===== src/rtl/traffic_pkg.sv =====
// Shared types and constants for the junction lamp drivers.
// Lamp codes are one-hot per lane so the red/yellow/green exclusivity falls out of the encoding.
package traffic_pkg;

    localparam int NUM_LANES_DEF    = 4;
    localparam int LANE_W_DEF       = 2;
    localparam int YELLOW_TICKS_DEF = 3;
    localparam int ALLRED_TICKS_DEF = 1;

    typedef enum logic [1:0] {
        S_ALLRED = 2'd0,
        S_GREEN  = 2'd1,
        S_YELLOW = 2'd2
    } state_e;

    localparam logic [2:0] LAMP_RED    = 3'b001;
    localparam logic [2:0] LAMP_YELLOW = 3'b010;
    localparam logic [2:0] LAMP_GREEN  = 3'b100;

    // Only the active lane may show anything other than red.
    function automatic logic [2:0] lamp_code(state_e st, logic is_active);
        logic [2:0] code;
        code = LAMP_RED;
        if (is_active) begin
            case (st)
                S_GREEN:  code = LAMP_GREEN;
                S_YELLOW: code = LAMP_YELLOW;
                default:  code = LAMP_RED;
            endcase
        end
        return code;
    endfunction

endpackage


===== src/rtl/phase_tick_timer.sv =====
// Tick-enabled up-counter with synchronous clear, saturation at limit-1 and a done strobe.
// done fires on the tick that would carry the count past limit-1.
module phase_tick_timer #(
    parameter int W = 2
) (
    input  logic         clk,
    input  logic         rst_n,
    input  logic         clear_i,
    input  logic         tick_en_i,
    input  logic [W-1:0] limit_i,
    output logic         done_o
);

    logic [W-1:0] count_q;
    logic         at_limit;

    assign at_limit = (count_q == (limit_i - W'(1)));
    assign done_o   = tick_en_i & at_limit;

    // NOTE: sequential state uses non-blocking assignments so every flop samples pre-edge values.
    always_ff @(posedge clk or negedge rst_n) begin
        if (!rst_n) begin
            count_q <= '0;
        end else if (clear_i) begin
            count_q <= '0;
        end else if (tick_en_i && !at_limit) begin
            count_q <= count_q + W'(1);
        end
    end

endmodule


===== src/rtl/lane_signal_driver.sv =====
// Decodes the granted lane index into per-lane lamp drives, always inserting
// yellow and an all-red clearance between two greens.
module lane_signal_driver
    import traffic_pkg::*;
#(
    parameter int NUM_LANES    = NUM_LANES_DEF,
    parameter int LANE_W       = LANE_W_DEF,
    parameter int YELLOW_TICKS = YELLOW_TICKS_DEF,
    parameter int ALLRED_TICKS = ALLRED_TICKS_DEF
) (
    input  logic                 clk,
    input  logic                 rst_n,
    input  logic                 tick_en,
    input  logic [LANE_W-1:0]    lane_sel,
    input  logic                 emergency,
    output logic [NUM_LANES-1:0] green,
    output logic [NUM_LANES-1:0] yellow,
    output logic [NUM_LANES-1:0] red,
    output logic [LANE_W-1:0]    active_lane,
    output logic                 changing
);

    localparam int MAX_TICKS = (YELLOW_TICKS > ALLRED_TICKS) ? YELLOW_TICKS : ALLRED_TICKS;
    localparam int TIMER_W   = $clog2(MAX_TICKS + 1);

    state_e                state_q, state_d;
    logic [LANE_W-1:0]     active_q, active_d;
    logic [NUM_LANES-1:0]  green_q, yellow_q, red_q;
    logic [NUM_LANES-1:0]  green_d, yellow_d, red_d;
    logic                  changing_q;
    logic [2**LANE_W-1:0]  lane_valid;
    logic                  lane_ok;
    logic                  timer_clear;
    logic                  timer_done;
    logic [TIMER_W-1:0]    timer_limit;
    logic [2:0]            lamp;

    // Table of legal lane indices; avoids a compare that is constant when NUM_LANES == 2**LANE_W.
    for (genvar i = 0; i < 2**LANE_W; i++) begin : g_valid
        assign lane_valid[i] = (i < NUM_LANES);
    end
    assign lane_ok = lane_valid[lane_sel];

    assign timer_limit = (state_q == S_YELLOW) ? TIMER_W'(YELLOW_TICKS) : TIMER_W'(ALLRED_TICKS);
    // Held clear in GREEN and on every state change, so each phase starts counting from zero.
    assign timer_clear = (state_q == S_GREEN) || (state_d != state_q);

    phase_tick_timer #(
        .W (TIMER_W)
    ) u_timer (
        .clk       (clk),
        .rst_n     (rst_n),
        .clear_i   (timer_clear),
        .tick_en_i (tick_en),
        .limit_i   (timer_limit),
        .done_o    (timer_done)
    );

    // NOTE: every combinational output gets a default first so no latch is inferred.
    always_comb begin
        state_d  = state_q;
        active_d = active_q;
        case (state_q)
            S_GREEN: begin
                if (lane_sel != active_q || emergency || !lane_ok) begin
                    state_d = S_YELLOW;
                end
            end
            S_YELLOW: begin
                if (timer_done) begin
                    state_d = S_ALLRED;
                end
            end
            default: begin
                if (timer_done && !emergency && lane_ok) begin
                    state_d  = S_GREEN;
                    active_d = lane_sel;
                end
            end
        endcase
    end

    // Lamps decoded from the next state so they switch on the same edge as the state.
    always_comb begin
        green_d  = '0;
        yellow_d = '0;
        red_d    = '0;
        lamp     = LAMP_RED;
        for (int i = 0; i < NUM_LANES; i++) begin
            lamp        = lamp_code(state_d, active_d == LANE_W'(i));
            red_d[i]    = lamp[0];
            yellow_d[i] = lamp[1];
            green_d[i]  = lamp[2];
        end
    end

    // NOTE: async reset forces all lamps red at once, without waiting for a clock.
    always_ff @(posedge clk or negedge rst_n) begin
        if (!rst_n) begin
            state_q    <= S_ALLRED;
            active_q   <= '0;
            green_q    <= '0;
            yellow_q   <= '0;
            red_q      <= '1;
            changing_q <= 1'b1;
        end else begin
            state_q    <= state_d;
            active_q   <= active_d;
            green_q    <= green_d;
            yellow_q   <= yellow_d;
            red_q      <= red_d;
            changing_q <= (state_d != S_GREEN);
        end
    end

    assign green       = green_q;
    assign yellow      = yellow_q;
    assign red         = red_q;
    assign active_lane = active_q;
    assign changing    = changing_q;

endmodule


===== config.mk =====
export PLATFORM = sky130hd
export DESIGN_NAME = lane_signal_driver
export DESIGN_NICKNAME = d
export VERILOG_FILES = /design/src/rtl/traffic_pkg.sv /design/src/rtl/phase_tick_timer.sv /design/src/rtl/lane_signal_driver.sv
export SDC_FILE = /design/constraint.sdc
export NUM_CORES = 1
export LEC_CHECK = 0
export CAP_MARGIN = 30
export CORE_ASPECT_RATIO = 0.75
export CORE_UTILIZATION = 35
export DETAILED_ROUTE_END_ITERATION = 7
export GPL_TIMING_DRIVEN = 0
export HOLD_SLACK_MARGIN = 0.15
export PLACE_DENSITY = 0.66
export SLEW_MARGIN = 20
export SYNTH_ARGS = -nofsm -noshare
export SYNTH_HDL_FRONTEND = slang
export SYNTH_HIERARCHICAL = 1
export SYNTH_SLANG_ARGS = --single-unit

===== constraint.sdc =====
create_clock -name clk -period 3.1 [get_ports clk]
set_input_delay 0.775 -clock clk [delete_from_list [all_inputs] [get_ports clk]]
set_output_delay 0.775 -clock clk [all_outputs]
set_load 0.05 [all_outputs]

==> results.ini <==
[sta]
clock_skew_ps = 5.976
tightest_slew_ps = 805.7
maxSlewViolCount = 0
setup_viol = 0
setup_ws_ps = 245.6
min_period_over_period_pct = 92.08
relSlewSlack_pct = 46.12
final.setup.tns_ps = 0
hold_viol = 0
hold_slack_ps = 613.3
rsz0062_at_grt = no
max_freq_ghz = 0.3503
period_needed_ps = 2854

[critical_path]
crit_type = flip-flop to flip-flop
required_ps = 3280
critPathLaunchType = flip-flop
end_kind = flip-flop
worstPathArrival_ps = 3030
path_max_fanout = 7

[synth]
synth-edff-count = 0
netlist_top_cells_count = 14 x dfrtp_1, 7 x nand3_1, 5 x dfstp_2, 5 x nor2_1
ys_seq_elements = 19
synth_area_um2 = 1030
syn_area_per_cell_um2 = 11.32
netlist-cell-type-count = 39
yosysTopAreaCellShare_pct = 34.02
synthTopCellsByArea = dfrtp_1 34%, dfstp_2 13%, ha_1 4.9%
yosys_warnings = 6
yosysMostFrequentCell = dfrtp_1
synthFlopType = dfrtp_1
synth_seq_area_share_pct = 46.78
synthArstFlopShare_pct = 100.0
syn_inst = 91
yosysTopAreaCell = dfrtp_1

[drt]
first_pass_iters = 4
routed-wl-met2_um = 818
drt-total-wl_um = 1880
wire_per_inst_um = 12.21
antenna_left = 0
dr_wl_met3_um = 110
wl_met1_um = 951
drtIter0Drc = 29
top_layer_used = met3
viasPerCell = 4.838
vias = 745
drc_errors = 0

[run]
drv_cap = 0

[floorplanning]
die_x_um = 64.63
start_util_pct = 38.10
boundaryPins = 21
num_rows = 16
die_height_um = 48.98
die_area_um2 = 3165
fp.coreArea_um2 = 2703

[placed_design]
place.gp.congestion = 0.7569
io_buffers = 20
dp_slack_ps = 41.90
hpwl_um = 1429

[finish]
utilization_pct = 49.40
drive_gt1_share_pct = 25.42
nFillCells = 241
area_delta_synth_final_pct = 29.65
nets = 129
antenna_cells = 0

[global_routing]
grt_max_degree = 20
grt_pass1_wl_um = 3353
grt_pass1_vias = 710
grt_overflow = 0
grt_antenna_before_repair = 0
grt_usage_pct = 13.63

[clock_tree]
postCtsSetupBuffers = 0
root_buffer = clkbuf_8
clockBufferDepth = 2
cts_tree = built
cts_buffers = 3
cts_max_level = 1
clkTransAtPathRegs_ps = 70
clk_latency_ps = 250
clkSinkCount = 19

[power]
seqPwrFrac_pct = 28.2
p_int_w = 0.0007920
comb_power_share_pct = 60.3
power_density_nw_per_um2 = 1102
clockPowerShare_pct = 11.5
switchingPower_w = 0.0006796
p_leak_nw = 0.5946
sw_frac_of_total_pct = 46.18
ir_drop_mv = 0.7165

[min_path]
hold_class = flip-flop to flip-flop

[status]
outcome = complete, no violations

[worst max-delay path, cell delays in order, from the launching register on]
cell and delay, ps:
dfrtp_2 440, inv_1 110, ha_1 280, xnor2_1 160
mux2i_1 180, and2_2 210, or2b_1 300, a21bo_2 250
nand3_1 90, ha_1 270, or3_2 480
[path summary, 6_finish.rpt]
kind                                    start            endpoint  slack, ps  cells after the start
max                                state_q[0]              red[3]        250                     10
min                        u_timer/count_q[0]  u_timer/count_q[1]        610                      2
max reg2reg                        state_q[0]              red[3]        250                     10
min reg2reg                u_timer/count_q[0]  u_timer/count_q[1]        610                      2
max in group asynchronous               rst_n          state_q[0]       1560                      1
min in group asynchronous               rst_n           yellow[1]        990                      1
[cell usage in the layout, fill, tap and decap left out, types with 2 or more instances in the layout]
master and count:
ha_1 4, and3_1 2, and3_2 4, nand3_1 7, xor2_1 2, dfstp_2 5
mux2i_1 3, a21oi_1 3, clkbuf_8 3, nor3_1 2, conb_1 4, a31o_2 2
or3_1 3, nand2_1 4, clkdlybuf4s50_1 20, and2b_1 2, nor2_1 5, dfrtp_1 13
inv_2 2, inv_1 3, or2b_1 2, mux2i_4 2
[cell families (layout without fill, tap and decap cells)]
kind of cell             after synthesis  count (layout)  synth area share (%)
multiplexers                           5               5                 7.290
AND/OR/NAND/NOR                       38              38                 23.69
XOR/XNOR                               3               3                 2.552
flip-flops                            19              19                 46.78
buffers and inverters                  6              30                 2.916
adder cells (fa/ha/maj)                4               4                 4.860
other                                  1               4                0.3642
AO/OA/AOI/OAI                         15              15                 11.54
[repair_timing]
| item | 4_1_cts | 5_1_grt |
|---|---|---|
| hold buffers | 0 | 0 |
| endpoints found under the hold margin | 0 | 0 |
| endpoints found under the setup margin | 0 | 1 |
| gates resized for setup | 0 | 2 |
[routing by layer]
metal	global-route usage [%]	up-vias
met1	20.12	344
met5	0	-
li1	-	378
met3	4.439	0
met4	1.111	0
met2	20.18	23
[power groups by stage]
stage               registers (W)  logic [W]  clock network, W
global route             0.000429   0.000959          0.000181
CTS                      0.000415   0.000888          0.000172
detailed placement       0.000419   0.000883                 0
global placement         0.000414   0.000874                 0
finish                   0.000415   0.000888          0.000169
floorplan                0.000626   0.000449                 0
[per-stage QoR]
stage / instances / instance area (um^2) / power, W
after floorplan: 94 / 1041 / 0.001075
after global placement: 150 / 1286 / 0.001288
after detailed placement: 150 / 1286 / 0.001302
after CTS: 154 / 1333 / 0.001474
after global routing: 154 / 1335 / 0.001569
final: 154 / 1335 / 0.001472
[final cells by class]
cell class                 count  area, um^2  share of cell area, %
inverter                       5       18.77                  1.406
sequential                    19       483.0                  36.18
multi-input combinational     69       530.5                  39.74
tap                           36       45.04                  3.374
clock inverter                 1       5.005                 0.3749
clock buffer                   3       41.29                  3.093
buffer                         1       11.26                 0.8435
timing repair buffer          20       200.2                  15.00
[sequential cells by signal, summed over array words and instances, names as in the netlist]
register,cells
green,4
red,4
yellow,4
active_lane,2
state_q,2
u_timer/count_q,2
changing,1
Power figures use the tool's default switching activity.
